`src/rtl/multiplexador_display_pkg.sv`:
```
// Shared constants for the multiplexed 7-segment driver: segment patterns,
// segment bit positions and the BCD-to-pattern helper.
package display_pkg;

    localparam int MAX_DIGITOS = 8;

    localparam int SEG_A  = 0;
    localparam int SEG_B  = 1;
    localparam int SEG_C  = 2;
    localparam int SEG_D  = 3;
    localparam int SEG_E  = 4;
    localparam int SEG_F  = 5;
    localparam int SEG_G  = 6;
    localparam int SEG_DP = 7;

    typedef logic [6:0] padrao_t;

    // Active-high patterns, bit order {g,f,e,d,c,b,a}
    localparam padrao_t SEG_0     = 7'h3F;
    localparam padrao_t SEG_1     = 7'h06;
    localparam padrao_t SEG_2     = 7'h5B;
    localparam padrao_t SEG_3     = 7'h4F;
    localparam padrao_t SEG_4     = 7'h66;
    localparam padrao_t SEG_5     = 7'h6D;
    localparam padrao_t SEG_6     = 7'h7D;
    localparam padrao_t SEG_7     = 7'h07;
    localparam padrao_t SEG_8     = 7'h7F;
    localparam padrao_t SEG_9     = 7'h6F;
    localparam padrao_t SEG_TRACO = 7'h40;

    function automatic padrao_t padraoBcd(input logic [3:0] valor);
        case (valor)
            4'd0:    padraoBcd = SEG_0;
            4'd1:    padraoBcd = SEG_1;
            4'd2:    padraoBcd = SEG_2;
            4'd3:    padraoBcd = SEG_3;
            4'd4:    padraoBcd = SEG_4;
            4'd5:    padraoBcd = SEG_5;
            4'd6:    padraoBcd = SEG_6;
            4'd7:    padraoBcd = SEG_7;
            4'd8:    padraoBcd = SEG_8;
            4'd9:    padraoBcd = SEG_9;
            default: padraoBcd = SEG_TRACO;
        endcase
    endfunction

endpackage

```
`src/rtl/multiplexador_display_if.sv`:
```
// Bundle of the BCD/control inputs and the display pin outputs of the
// multiplexed display driver.
interface multiplexador_display_if #(
    parameter int DIGITOS = 4
);
    logic [4*DIGITOS-1:0] digitos;
    logic [DIGITOS-1:0]   pontos;
    logic [DIGITOS-1:0]   piscar;
    logic                 supressaoZeros;
    logic                 habilitar;
    logic [DIGITOS-1:0]   displayDigits;
    logic [7:0]           displaySegments;
    logic                 fimVarredura;

    modport master (
        output digitos, pontos, piscar, supressaoZeros, habilitar,
        input  displayDigits, displaySegments, fimVarredura
    );

    modport slave (
        input  digitos, pontos, piscar, supressaoZeros, habilitar,
        output displayDigits, displaySegments, fimVarredura
    );
endinterface

```
`src/rtl/multiplexador_display_decodificador.sv`:
```
// Combinational BCD to 7-segment decoder; values above 9 show a dash.
module decodificador_sete_segmentos
    import display_pkg::*;
(
    input  logic [3:0] bcd,
    output padrao_t    segmentos
);

    always_comb begin
        segmentos = padraoBcd(bcd);
    end

endmodule

```
`src/rtl/multiplexador_display.sv`:
```
// Time-multiplexed multi-digit 7-segment driver with frame shadowing,
// leading-zero suppression, per-digit blink and a dead cycle per slot.
module multiplexador_display
    import display_pkg::*;
#(
    parameter int DIGITOS     = 4,
    parameter int PRESCALER   = 50000,
    parameter int BLINK_DIV   = 256,
    parameter int ATIVO_BAIXO = 1
) (
    input logic               clock,
    input logic               resetN,
    multiplexador_display_if.slave bus
);

    localparam int P_W = $clog2(PRESCALER);
    localparam int S_W = (DIGITOS > 1) ? $clog2(DIGITOS) : 1;
    localparam int V_W = (BLINK_DIV > 1) ? $clog2(BLINK_DIV) : 1;

    localparam logic [P_W-1:0] P_MAX   = P_W'(PRESCALER - 1);
    localparam logic [S_W-1:0] S_MAX   = S_W'(DIGITOS - 1);
    localparam logic [V_W-1:0] V_MAX   = V_W'(BLINK_DIV - 1);
    localparam logic           INVERTE = (ATIVO_BAIXO != 0);

    logic [P_W-1:0]       prescala;
    logic [S_W-1:0]       slot;
    logic [V_W-1:0]       varreduras;
    logic                 fase;

    logic [4*DIGITOS-1:0] sombraDigitos;
    logic [DIGITOS-1:0]   sombraPontos;
    logic [DIGITOS-1:0]   sombraPiscar;
    logic                 sombraSupressao;

    logic                 fimSlot;
    logic                 fimScan;
    logic                 inicioQuadro;

    logic [DIGITOS-1:0]   mascaraSupressao;
    logic                 zerosAcima;
    logic [3:0]           nibbleAtual;
    logic                 pontoAtual;
    logic                 piscarAtual;
    logic                 suprimidoAtual;
    logic                 habilitado;
    logic [DIGITOS-1:0]   digitosAtivos;
    logic [7:0]           segmentosAtivos;
    padrao_t              padrao;

    assign fimSlot      = (prescala == P_MAX);
    assign fimScan      = fimSlot && (slot == S_MAX);
    assign inicioQuadro = (prescala == '0) && (slot == '0);

    always_ff @(posedge clock or negedge resetN) begin
        if (!resetN) begin
            prescala   <= '0;
            slot       <= '0;
            varreduras <= '0;
            fase       <= 1'b1;
        end else begin
            prescala <= fimSlot ? '0 : prescala + 1'b1;
            if (fimSlot) begin
                slot <= (slot == S_MAX) ? '0 : slot + 1'b1;
            end
            // Blink phase flips once every BLINK_DIV complete scans
            if (fimScan) begin
                if (varreduras == V_MAX) begin
                    varreduras <= '0;
                    fase       <= ~fase;
                end else begin
                    varreduras <= varreduras + 1'b1;
                end
            end
        end
    end

    // Snapshot the frame at the start of slot 0 so a scan never mixes two values
    always_ff @(posedge clock or negedge resetN) begin
        if (!resetN) begin
            sombraDigitos   <= '0;
            sombraPontos    <= '0;
            sombraPiscar    <= '0;
            sombraSupressao <= 1'b0;
        end else if (inicioQuadro) begin
            sombraDigitos   <= bus.digitos;
            sombraPontos    <= bus.pontos;
            sombraPiscar    <= bus.piscar;
            sombraSupressao <= bus.supressaoZeros;
        end
    end

    // Walk from the most significant digit down; digit 0 always stays visible
    always_comb begin
        zerosAcima       = 1'b1;
        mascaraSupressao = '0;
        for (int i = DIGITOS - 1; i >= 0; i--) begin
            zerosAcima = zerosAcima && (sombraDigitos[4*i +: 4] == 4'd0);
            if (i != 0) begin
                mascaraSupressao[i] = sombraSupressao && zerosAcima;
            end
        end
    end

    always_comb begin
        nibbleAtual    = '0;
        pontoAtual     = 1'b0;
        piscarAtual    = 1'b0;
        suprimidoAtual = 1'b0;
        for (int i = 0; i < DIGITOS; i++) begin
            if (S_W'(i) == slot) begin
                nibbleAtual    = sombraDigitos[4*i +: 4];
                pontoAtual     = sombraPontos[i];
                piscarAtual    = sombraPiscar[i];
                suprimidoAtual = mascaraSupressao[i];
            end
        end
    end

    decodificador_sete_segmentos decodificador (
        .bcd       (nibbleAtual),
        .segmentos (padrao)
    );

    always_comb begin
        habilitado = (prescala != '0) && bus.habilitar && !suprimidoAtual
                     && !(piscarAtual && !fase);
        digitosAtivos   = '0;
        segmentosAtivos = '0;
        for (int i = 0; i < DIGITOS; i++) begin
            if (S_W'(i) == slot) begin
                digitosAtivos[i] = habilitado;
            end
        end
        if (habilitado) begin
            segmentosAtivos[SEG_G:SEG_A] = padrao;
            segmentosAtivos[SEG_DP]      = pontoAtual;
        end
    end

    always_ff @(posedge clock or negedge resetN) begin
        if (!resetN) begin
            bus.displayDigits   <= {DIGITOS{INVERTE}};
            bus.displaySegments <= {8{INVERTE}};
            bus.fimVarredura    <= 1'b0;
        end else begin
            bus.displayDigits   <= digitosAtivos ^ {DIGITOS{INVERTE}};
            bus.displaySegments <= segmentosAtivos ^ {8{INVERTE}};
            bus.fimVarredura    <= fimScan;
        end
    end

endmodule

```
`src/flat_wrapper.sv`:
```
// flat-port wrapper written by rule: the top's interface ports become plain ports
module multiplexador_display_flat import display_pkg::*;
#(
    parameter int DIGITOS     = 4,
    parameter int PRESCALER   = 50000,
    parameter int BLINK_DIV   = 256,
    parameter int ATIVO_BAIXO = 1
)
  (clock, resetN, bus_digitos, bus_pontos, bus_piscar, bus_supressaoZeros, bus_habilitar, bus_displayDigits, bus_displaySegments, bus_fimVarredura);
  multiplexador_display_if #(.DIGITOS(DIGITOS)) bus_i ();
  input logic clock;
  input logic resetN;
  input wire logic [$bits(bus_i.digitos)-1:0] bus_digitos;
  input wire logic [$bits(bus_i.pontos)-1:0] bus_pontos;
  input wire logic [$bits(bus_i.piscar)-1:0] bus_piscar;
  input wire logic [$bits(bus_i.supressaoZeros)-1:0] bus_supressaoZeros;
  input wire logic [$bits(bus_i.habilitar)-1:0] bus_habilitar;
  output wire logic [$bits(bus_i.displayDigits)-1:0] bus_displayDigits;
  output wire logic [$bits(bus_i.displaySegments)-1:0] bus_displaySegments;
  output wire logic [$bits(bus_i.fimVarredura)-1:0] bus_fimVarredura;
  assign bus_i.digitos = bus_digitos;
  assign bus_i.pontos = bus_pontos;
  assign bus_i.piscar = bus_piscar;
  assign bus_i.supressaoZeros = bus_supressaoZeros;
  assign bus_i.habilitar = bus_habilitar;
  assign bus_displayDigits = bus_i.displayDigits;
  assign bus_displaySegments = bus_i.displaySegments;
  assign bus_fimVarredura = bus_i.fimVarredura;
  multiplexador_display #(.DIGITOS(DIGITOS), .PRESCALER(PRESCALER), .BLINK_DIV(BLINK_DIV), .ATIVO_BAIXO(ATIVO_BAIXO)) u_core (.clock(clock), .resetN(resetN), .bus(bus_i));
endmodule
```
`config.mk`:
```
export PLATFORM = sky130hd
export DESIGN_NAME = multiplexador_display_flat
export DESIGN_NICKNAME = d
export VERILOG_FILES = /design/src/rtl/multiplexador_display_pkg.sv /design/src/rtl/multiplexador_display_if.sv /design/src/rtl/multiplexador_display_decodificador.sv /design/src/rtl/multiplexador_display.sv /design/src/flat_wrapper.sv
export SDC_FILE = /design/constraint.sdc
export NUM_CORES = 1
export LEC_CHECK = 0
export ABC_AREA = 1
export ABC_CLOCK_PERIOD_IN_PS = 4200
export CELL_PAD_IN_SITES_DETAIL_PLACEMENT = 0
export CELL_PAD_IN_SITES_GLOBAL_PLACEMENT = 1
export CORE_UTILIZATION = 51
export DETAILED_ROUTE_END_ITERATION = 6
export DONT_BUFFER_PORTS = 1
export GPL_TIMING_DRIVEN = 1
export HOLD_SLACK_MARGIN = 0.08
export PLACE_DENSITY = 0.87
export RECOVER_POWER = 25
export SYNTH_ARGS = -nofsm -noshare
export SYNTH_HDL_FRONTEND = slang
export SYNTH_SLANG_ARGS = --single-unit
```
`constraint.sdc`:
```
create_clock -name clock -period 4.2 [get_ports clock]
set_input_delay 1.05 -clock clock [delete_from_list [all_inputs] [get_ports clock]]
set_output_delay 1.05 -clock clock [all_outputs]
set_load 0.05 [all_outputs]
```
==> metrics.txt, run 1 <==
status finished clean; RD Place Congestion 0.8269; peak supply drop approximately 170 uV; GR Util All Layers 20.57%; WP data required 4.45 ns; fin cells 510; Core ar. 6459 sq um; Yosys top cell area share 37.40%; num ports 41; Hold Worst Slack ~0.40 ns; CP endpoint kind flop; WS Path Type flop to flop; met1 GRT Util 26.96%; Max Buffers Root-to-Sink 2; met3 Use GR 3.933%; max-cap violations 0; worst reg2reg path depth 11; largest area contributor in the netlist dfrtp_1; input/output buffers 0; clock-pin slew on the worst setup and hold paths 0.07 ns; Sw Share 23.49%; met2 usage 33.48%; Switch Pwr 0.2832 mW; dpl cells 495; Initial Utilization 53.87%; final hold vios 0; Overflow after GRT 0; Comb pwr share 3.6%; FF-to-FF End u_core.bus.displaySegments[3]; pwr dens 325.4 nW/um^2; clock skew ~0.0067 ns; Post-Syn Nets 468; commonest non-fill, non-tap cell in the layout nand2_1; P&R area growth vs syn 6.472%; synth top area cells dfrtp_1, nand2_1, dfstp_2; Final Util 57.36%; post-CTS setup repair buffer count 0; pin count of the biggest net entering global routing 66; Leakage Power 1.909 nW; number of flops mapped to enable cells by yosys 0; Fillers ~600; post-synthesis sequential area ratio between 40% and 50%; period utilization a little over half; R2R setup slack 1.97 ns; Hold Crit Class input port to async pin; via total after detailed routing 2592; H-tree levels 3; CTS tree yes; die width 84.60 um; DR pass1 iterations 6; Startpoint Class flop; wire per inst about 13 um; Clock Power Share 40.7%; Worst EP arrival 2.47 ns; fmax 0.4492 GHz; Remaining DRCs 0; Num Clock Sinks 65; first-pass GRT wire length between 10000 and 15000 um; Synth Area per Inst 8.149 sq um; Hold-fix buffers, CTS 0; Synth Cell Area 3480 sq um; Post-DRT Antenna Nets 0; row cnt 29; setup violators final 0; hpwl dp 4812 um; GRT busiest layer met2; worst r2r src u_core.slot[0]; Cells after Synth about 430; post-CTS resize count 0; die footprint between 7000 and 8000 sq um; Ys Warns 0; count of final max-slew check failures 0; async set-reset flop share out of synthesis 100.0%; Cell variety after synth 35; vias in the first global route 2491; final wirelength 6566 um; #FFs+latches synth 65; Vert. Die Dim 84.60 um; commonest non-fill, non-tap cells in the layout nand2_1, inv_1, dfrtp_1; CTS buffer count 9; RSZ-0062 raised after global routing no; initial DRC count around 150; Synth Flop Type dfrtp_1; Int Pwr 0.9225 mW; antenna violations before repair 0; Critical Path Fanout Max 8; # diodes 0; clk root buf clkbuf_8; Seq pwr share 55.7%; NumNets Final 470; fin crit period 2.226 ns; Vias per Instance around 5; share of layout cells above drive strength 1 15.70%; setup TNS 0 ns; clock latency on the worst-skew pair roughly 0.34 ns; worst slew pin tran 0.8547 ns; Rel. slew slack 42.95%
[synth_stat cells (9+ instances only)]
cell and instances:
nand2_1 101, inv_1 62, dfrtp_1 52, nand3_1 32
nor2_1 32, o21ai_1 28, dfstp_2 13, ha_1 13
a21oi_1 11, xor2_1 10, nor2_2 9
[metal layers]
layer | wire, um | vias up
li1 | - | 1334
met1 | 3146 | 1191
met2 | 3086 | 52
met3 | 192 | 15
met4 | 141 | 0
met5 | 0 | -
[kinds of logic after synthesis]
group                      share of synthesized area, %
buffers and inverters                             9.457
AOI/OAI and AO/OA                                 7.551
xor gates and xnor gates                          2.769
and+or+nand+nor                                   28.33
DFF                                               47.21
adders and majority gates                         4.675
[worst max-delay path by stage]
stage                              start                            end  slack, ns  depth (start not counted)
after floorplan           u_core.slot[0]  u_core.bus.displaySegments[3]       2.26                         12
after global placement    u_core.slot[0]  u_core.bus.displaySegments[3]       2.08                         11
after detailed placement  u_core.slot[0]  u_core.bus.displaySegments[3]       1.97                         11
after CTS                 u_core.slot[0]  u_core.bus.displaySegments[3]       1.96                         11
after global routing      u_core.slot[0]  u_core.bus.displaySegments[3]       1.74                         11
final                     u_core.slot[0]  u_core.bus.displaySegments[3]       1.97                         11
[flip-flops by register name, indices dropped and copies added (netlist names)]
signal,cells
u_core.bus.displayDigits,4
u_core.sombraSupressao,1
u_core.slot,2
u_core.bus.fimVarredura,1
u_core.bus.displaySegments,8
u_core.sombraDigitos,16
u_core.fase,1
u_core.sombraPontos,4
u_core.varreduras,8
u_core.prescala,16
u_core.sombraPiscar,4
[power groups by stage]
stage                     Combinational [mW]  Clock (mW)  Sequential (mW)
after detailed placement              0.0436           0            0.683
after floorplan                       0.0373           0            0.679
after global routing                  0.0520       0.528            0.673
after global placement                0.0426           0            0.683
final                                 0.0431       0.491            0.671
after CTS                             0.0436       0.499            0.672
[critical path, cell delays in order, from the launching register on]
cell and delay, ns:
dfrtp_1 0.41, inv_1 0.12, ha_1 0.35, nand2_1 0.07, o21ai_0 0.15, nand2_1 0.07
a22oi_1 0.25, inv_1 0.15, ha_1 0.29, nand3_1 0.09, nand3_1 0.11, nand3_2 0.07
[through the flow]
| stage | area [sq um] | setup slack, ns | total power, mW |
|---|---|---|---|
| 2_1_floorplan | 3480 | 2.262 | 0.7165 |
| 3_3_place_gp | 3523 | 2.079 | 0.7254 |
| 3_5_place_dp | 3523 | 1.967 | 0.7265 |
| 4_1_cts | 3705 | 1.955 | 1.215 |
| 5_1_grt | 3705 | 1.738 | 1.252 |
| 6_report | 3705 | 1.974 | 1.206 |
[cell type report]
class / count / area (sq um) / area share, %
Clock buffer: 13 / 168.9 / 4.559
Inverter: 71 / 271.5 / 7.329
Sequential cell: 65 / 1643 / 44.34
Clock inverter: 2 / 12.51 / 0.3377
Tap cell: 77 / 96.34 / 2.600
Multi-Input combinational cell: 282 / 1513 / 40.83
Note: power is estimated with default switching activity, not from simulation.
==> run 2, diff against run 1 <==
--- a/config.mk
+++ b/config.mk
@@ -6,15 +6,15 @@
 export NUM_CORES = 1
 export LEC_CHECK = 0
 export ABC_AREA = 1
-export ABC_CLOCK_PERIOD_IN_PS = 4200
+export ABC_CLOCK_PERIOD_IN_PS = 2000
 export CELL_PAD_IN_SITES_DETAIL_PLACEMENT = 0
 export CELL_PAD_IN_SITES_GLOBAL_PLACEMENT = 1
-export CORE_UTILIZATION = 51
+export CORE_UTILIZATION = 43
 export DETAILED_ROUTE_END_ITERATION = 6
 export DONT_BUFFER_PORTS = 1
 export GPL_TIMING_DRIVEN = 1
 export HOLD_SLACK_MARGIN = 0.08
-export PLACE_DENSITY = 0.87
+export PLACE_DENSITY = 0.79
 export RECOVER_POWER = 25
 export SYNTH_ARGS = -nofsm -noshare
 export SYNTH_HDL_FRONTEND = slang
==> constraint.sdc (replaced) <==
create_clock -name clock -period 2 [get_ports clock]
set_input_delay 0.5 -clock clock [delete_from_list [all_inputs] [get_ports clock]]
set_output_delay 0.5 -clock clock [all_outputs]
set_load 0.05 [all_outputs]
==> run 2 against run 1 <==
Combinational power grew to 2.9 times the previous value. Setup slack worse by 1.8 ns. Maximum frequency is 19% higher. Sequential power is 110% higher. Via count is 2.3% higher. Utilization is 7.8 points lower. Routed wire length is 8.0% higher. Highest routed layer unchanged.
==> metrics.txt, run 2 (synthesized netlist as in run 1, its figures left out) <==
status finished clean; CP peak stage delay 0.41 ns (about the same); NumNets Final 480 (+2.1%); CTS tree yes; wire per inst 12.99 um (+0.88%); WP data required 2.26 ns (-2.19 ns); via total after detailed routing 2651 (+2.3%); vias in the first global route 2596 (+4.2%); Setup WS post-layout 0.1262 ns (-1.848 ns); Startpoint Class flop; final wirelength 7091 um (+8.0%); share of layout cells above drive strength 1 18.92% (+3.2 points); Hold Crit Class input port to flop; Rel. slew slack 41.78% (-1.2 points); commonest non-fill, non-tap cell in the layout nand2_1; CTS buffer count 9 (unchanged); dpl cells 527 (+6.5%); num ports 41 (unchanged); GR Util All Layers 18.53% (-2.0 points); row cnt 32 (+10%); commonest non-fill, non-tap cells in the layout nand2_1, inv_1, dfrtp_1; pwr dens 662.2 nW/um^2 (+100%); Worst EP arrival 2.13 ns (-0.34 ns); Overflow after GRT 0 (unchanged); final hold vios 0 (unchanged); Vias per Instance 4.855 (-4.5%); initial DRC count 109 (-29%); hpwl dp 5079 um (+5.6%); Post-DRT Antenna Nets 0 (unchanged); Num Clock Sinks 65 (unchanged); input/output buffers 0 (unchanged); Hold Worst Slack 0.2793 ns (-0.1175 ns); pin count of the biggest net entering global routing 66 (unchanged); period utilization 93.69% (+41 points); antenna violations before repair 0 (unchanged); crit-path cells inv_2 -> ha_2 -> nand2_1 -> o21ai_1 -> nand2_1 -> a22oi_2 -> inv_2 -> ha_1 -> nand3_1 -> nand3_1 -> nand3_2; Remaining DRCs 0 (unchanged); clock skew 0.01232 ns (+0.005621 ns); clock latency on the worst-skew pair 0.35 ns (about the same); total power 2.550 mW (+110%); Vert. Die Dim 91.96 um (+8.7%); peak supply drop 336.5 uV (+97%); largest registers u_core.prescala: 16 flops, u_core.sombraDigitos: 16 flops; RD Place Congestion 0.8501 (+2.8%); clk root buf clkbuf_8; CP endpoint kind flop; RSZ-0062 raised after global routing yes; fmax 0.5337 GHz (+19%); first-pass GRT wire length 12140 um (+5.4%); H-tree levels 3 (unchanged); Initial Utilization 44.80% (-9.1 points); # diodes 0 (unchanged); DR pass1 iterations 4 (-2); P&R area growth vs syn 10.68%; slowest CP cell dfrtp_1; pre-CTS WS 0.01857 ns (-1.948 ns); Max Buffers Root-to-Sink 2 (unchanged); setup violators final 0 (unchanged); die footprint 8456 sq um (+18%); placed cell area 3620 sq um (+2.7%); fin cells 546 (+7.1%); worst slew pin tran 0.8734 ns (+0.01866 ns); Core ar. 7767 sq um (+20%); die width 91.96 um (+8.7%); Critical Path Fanout Max 4 (-4); WS Path Type flop to flop; count of final max-slew check failures 0 (unchanged); clock-pin slew on the worst setup and hold paths 0.07 ns (about the same); Leakage Power 1.957 nW (+2.5%); max-cap violations 0 (unchanged); Final Cell Area 3851 sq um (+4.0%); fin crit period 1.874 ns (-0.3523 ns)
[run 2: cell types whose count changed in the layout (fill, tap and decap cells not counted), moves of 2 or more]
cell / before / now
buf_4: 0 / 7
ha_1: 13 / 9
ha_2: 0 / 3
inv_1: 62 / 59
inv_2: 7 / 10
clkbuf_1: 1 / 3
[run 2: final cells by class]
class / instances / area, sq um
Inverter: 71 / 271.5
Tap cell: 102 / 127.6
Fill cell: 783 / 3916
Clock inverter: 2 / 13.76
Multi-Input combinational cell: 282 / 1543
Sequential cell: 65 / 1643
Timing Repair Buffer: 10 / 90.09
Clock buffer: 14 / 162.7
[run 2: final timing paths]
kind	start	to	slack, ns	cells after the start
max	u_core.slot[1]	u_core.bus.displaySegments[3]	0.13	11
max in group asynchronous	resetN	u_core.sombraDigitos[14]	0.54	2
min reg2reg	u_core.sombraPontos[2]	u_core.sombraPontos[2]	0.50	2
min in group asynchronous	resetN	u_core.prescala[13]	0.89	2
min	bus_piscar[2]	u_core.sombraPiscar[2]	0.28	2
max reg2reg	u_core.slot[1]	u_core.bus.displaySegments[3]	0.13	11
[run 2: critical path: cells and delay by family (launching register included)]
family                   cells  cell delay, ns
buffers and inverters        2            0.18
AO/OA/AOI/OAI                2            0.30
AND/OR/NAND/NOR              5            0.43
adder cells (fa/ha/maj)      2            0.48
flip-flops                   1            0.41
[run 2: routing by layer]
metal  global-route usage (%)  part of all wire (%)
met3                    4.478                   3.4
met5                        0                     0
met4                    7.552                   2.0
met2                    27.11                    43
met1                    26.23                    52
[run 2: metrics by stage]
stage	TNS, ns	util (%)
floorplan	0	-
global placement	0	46.60
detailed placement	0	46.60
CTS	0	49.42
global route	-0.05314	49.58
finish	0	49.58
[run 2: power by group]
group          switching, mW  internal, mW
Combinational         0.0818        0.0411
Clock                  0.496         0.520
Sequential            0.0550          1.36
Total                  0.633          1.92
[run 2: timing repair]
action	4_1_cts	5_1_grt
hold buffers	2	0
endpoints found under the setup margin	1	12
gates resized for setup	1	10
buffers inserted	0	1
gates cloned	0	0
endpoints found under the hold margin	65	0
==> run 3, diff against run 2 <==
--- a/config.mk
+++ b/config.mk
@@ -5,16 +5,16 @@
 export SDC_FILE = /design/constraint.sdc
 export NUM_CORES = 1
 export LEC_CHECK = 0
-export ABC_AREA = 1
+export ABC_AREA = 0
 export ABC_CLOCK_PERIOD_IN_PS = 2000
 export CELL_PAD_IN_SITES_DETAIL_PLACEMENT = 0
 export CELL_PAD_IN_SITES_GLOBAL_PLACEMENT = 1
-export CORE_UTILIZATION = 43
+export CORE_UTILIZATION = 45
 export DETAILED_ROUTE_END_ITERATION = 6
 export DONT_BUFFER_PORTS = 1
 export GPL_TIMING_DRIVEN = 1
 export HOLD_SLACK_MARGIN = 0.08
-export PLACE_DENSITY = 0.79
+export PLACE_DENSITY_LB_ADDON = 0.1
 export RECOVER_POWER = 25
 export SYNTH_ARGS = -nofsm -noshare
 export SYNTH_HDL_FRONTEND = slang
==> constraint.sdc (replaced) <==
create_clock -name clock -period 2 [get_ports clock]
set_input_delay 0.5 -clock clock [delete_from_list [all_inputs] [get_ports clock]]
set_output_delay 0.5 -clock clock [all_outputs]
set_load 0.01 [all_outputs]
==> run 3 against run 2 <==
The flow now finishes with violations (hold timing). Critical path type unchanged. Synthesized cell count shrank 36%. Routed wire length shrank 6.0%. Sequential cell count is the same. Global-route usage grew 0.25 points. Sequential power is essentially flat. Combinational power is essentially flat. Critical path depth shrank 2. Largest cell class is now multi-input gates.
==> metrics.txt, run 3 <==
pre-CTS WS -0.1267 ns (-0.1453 ns); via total after detailed routing 2166 (-18%); antenna violations before repair 0 (unchanged); R2R setup slack 0.00001 ns (-0.13 ns); NumNets Final 357 (-26%); WP data required 2.26 ns (about the same); DR pass1 iterations 4 (unchanged); Vert. Die Dim 85.51 um (-7.0%); clock skew 0.01098 ns (-0.001346 ns); Rel. slew slack 76.25% (+34 points); row cnt 30 (-6.3%); pwr dens 676.5 nW/um^2 (+2.2%); fin crit period 2.000 ns (+0.1262 ns); H-tree levels 3 (unchanged); async set-reset flop share out of synthesis 100.0% (unchanged); die width 85.51 um (-7.0%); commonest non-fill, non-tap cells in the layout dfrtp_1, buf_4, nand2_1; hpwl dp 4285 um (-16%); Startpoint Class flop; Remaining DRCs 0 (unchanged); period utilization 100.0% (+6.3 points); final wirelength 6667 um (-6.0%); max-cap violations 0 (unchanged); dpl cells 375 (-29%); Yosys top cell area share 41.47% (+4.1 points); RSZ-0062 raised after global routing yes; vias in the first global route 2097 (-19%); failing checks hold timing; Cell variety after synth 42 (+20%); Ys Warns 0 (unchanged); share of layout cells above drive strength 1 41.25% (+22 points); # diodes 0 (unchanged); Post-Syn Nets 315 (-33%); num ports 41 (unchanged); most common cell in the synthesized netlist dfrtp_1; final hold vios 52 (+52); met3 Use GR 4.042% (-0.44 points); Cells after Synth 274 (-36%); CP peak stage delay 0.43 ns (+0.02 ns); die footprint 7311 sq um (-14%); #FFs+latches synth 65 (unchanged); Max Buffers Root-to-Sink 2 (unchanged); GR Util All Layers 18.77% (+0.25 points); worst slew pin tran 0.3535 ns (-0.5199 ns); met1 GRT Util 26.89% (+0.67 points); GRT busiest layer met1; top post-synthesis cells by count dfrtp_1, mux2_1, nand2_1; Fillers 563 (-28%); Setup WS post-layout 0.000009770 ns (-0.1262 ns); post-synthesis sequential area ratio 52.35% (+5.1 points); crit-path cells inv_2 -> ha_2 -> buf_4 -> nand3b_1 -> a211o_4 -> ha_4 -> nor2b_1 -> nor3_2 -> o21ai_1; Hold Worst Slack -0.1431 ns (-0.4224 ns); CTS tree yes; Critical Path Fanout Max 5 (+1); clk root buf clkbuf_8; wire per inst 16.67 um (+28%); largest registers u_core.prescala: 16 flops, u_core.sombraDigitos: 16 flops; RD Place Congestion 0.7718 (-9.2%); first-pass GRT wire length 10400 um (-14%); Leakage Power 1.792 nW (-8.4%); status finished, violations left; fmax 0.5000 GHz (-6.3%); Worst Path Buf+Inv 2 (unchanged); Num Clock Sinks 65 (unchanged); Synth Cell Area 3138 sq um (-9.8%); Post-DRT Antenna Nets 0 (unchanged); Synth Flop Type dfrtp_1; P&R area growth vs syn 28.03%; initial DRC count 39 (-64%); count of final max-slew check failures 0 (unchanged); commonest non-fill, non-tap cell in the layout dfrtp_1; Synth Area per Inst 11.45 sq um (+41%); CTS buffer count 9 (unchanged); CP endpoint kind flop; slowest CP cell dfrtp_2; clock-pin slew on the worst setup and hold paths 0.07 ns (about the same); met2 usage 26.84% (-0.28 points); Vias per Instance 5.415 (+12%); pin count of the biggest net entering global routing 66 (unchanged); Initial Utilization 46.44% (+1.6 points); peak supply drop 356.2 uV (+5.8%); input/output buffers 0 (unchanged); Core ar. 6756 sq um (-13%); synth top area cells dfrtp_1, dfstp_2, mux2_1; number of flops mapped to enable cells by yosys 0 (unchanged); critical path's top delay family compound AO/OA/AOI/OAI gates; Overflow after GRT 0 (unchanged); Hold Crit Class input port to async pin; Worst EP arrival 2.26 ns (+0.13 ns); largest area contributor in the netlist dfrtp_1; setup violators final 0 (unchanged); clock latency on the worst-skew pair 0.34 ns (about the same); WS Path Type flop to flop; fin cells 400 (-27%)
==> run 3: changes by cell type after synthesis, sizes merged, moves of 8 or more <==
cell	change
mux2	+28
inv	-61
xnor2	+9
nor2b	+11
o21ai	-29
nor4	+8
nor2	-29
nand3	-21
nand2	-92
==> run 3: stage by stage <==
| step | hold slack (ns) | cell area, sq um | power [mW] | TNS (ns) | util [%] |
|---|---|---|---|---|---|
| 3_5_place_dp | 0.2069 | 3473 | 1.495 | -0.4443 | 51.41 |
| 6_report | -0.1431 | 4018 | 2.718 | 0 | 59.46 |
| 4_1_cts | -0.1661 | 3756 | 2.718 | -0.04304 | 55.59 |
| 2_1_floorplan | 0.2044 | 3192 | 1.461 | -1.759 | - |
| 3_3_place_gp | 0.2070 | 3473 | 1.494 | -0.07143 | 51.41 |
| 5_1_grt | -0.1693 | 4018 | 2.812 | -0.5773 | 59.46 |
==> run 3: cell families (layout without fill, tap and decap cells) <==
| logic type | count (synthesis) | after routing | synth area share [%] |
|---|---|---|---|
| XOR/XNOR | 18 | 18 | 5.024 |
| multiplexers | 29 | 29 | 10.37 |
| buffers and inverters | 18 | 64 | 2.671 |
| adder cells (fa/ha/maj) | 13 | 13 | 5.184 |
| AO/OA/AOI/OAI | 33 | 33 | 6.938 |
| AND/OR/NAND/NOR | 98 | 98 | 17.46 |
| flip-flops | 65 | 65 | 52.35 |
==> run 3: path summary, 6_finish.rpt <==
check,from,end,cells past startpoint
max reg2reg,u_core.slot[1],u_core.bus.displaySegments[0],9
max in group asynchronous,resetN,u_core.bus.displayDigits[1],0
max,u_core.slot[1],u_core.bus.displaySegments[0],9
min in group clock,bus_digitos[4],u_core.sombraDigitos[4],1
min,resetN,u_core.prescala[11],0
min reg2reg,u_core.varreduras[6],u_core.varreduras[6],1
==> run 3: layout make-up <==
class	count	area, sq um	share of cell area, %
inverters	9	36.28	0.9031
flip-flops and latches	65	1645	40.95
repair buffers	40	340.3	8.471
multi-input cells	191	1685	41.95
clock buffers	12	145.1	3.613
clock inverters	3	65.06	1.619
well taps	80	100.1	2.491
==> run 3: report_power, final <==
group | internal, mW | switching (mW) | total, mW
logic | 0.0727 | 0.0522 | 0.125
clock network | 0.728 | 0.478 | 1.21
registers | 1.36 | 0.0308 | 1.39
total | 2.16 | 0.561 | 2.72
==> run 3: timing repair <==
action | 4_1_cts | 5_1_grt
endpoints found under the setup margin | 8 | 33
pin swaps | 6 | 9
setup buffers | 2 | 8
hold endpoints to repair | 65 | 65
gates resized for setup | 13 | 50
==> run 3: metal layers <==
layer | vias to the layer above | share of wire (%)
li1 | 1056 | -
met1 | 1060 | 51
met2 | 41 | 44
met3 | 9 | 3.6
met4 | 0 | 1.7
met5 | - | 0
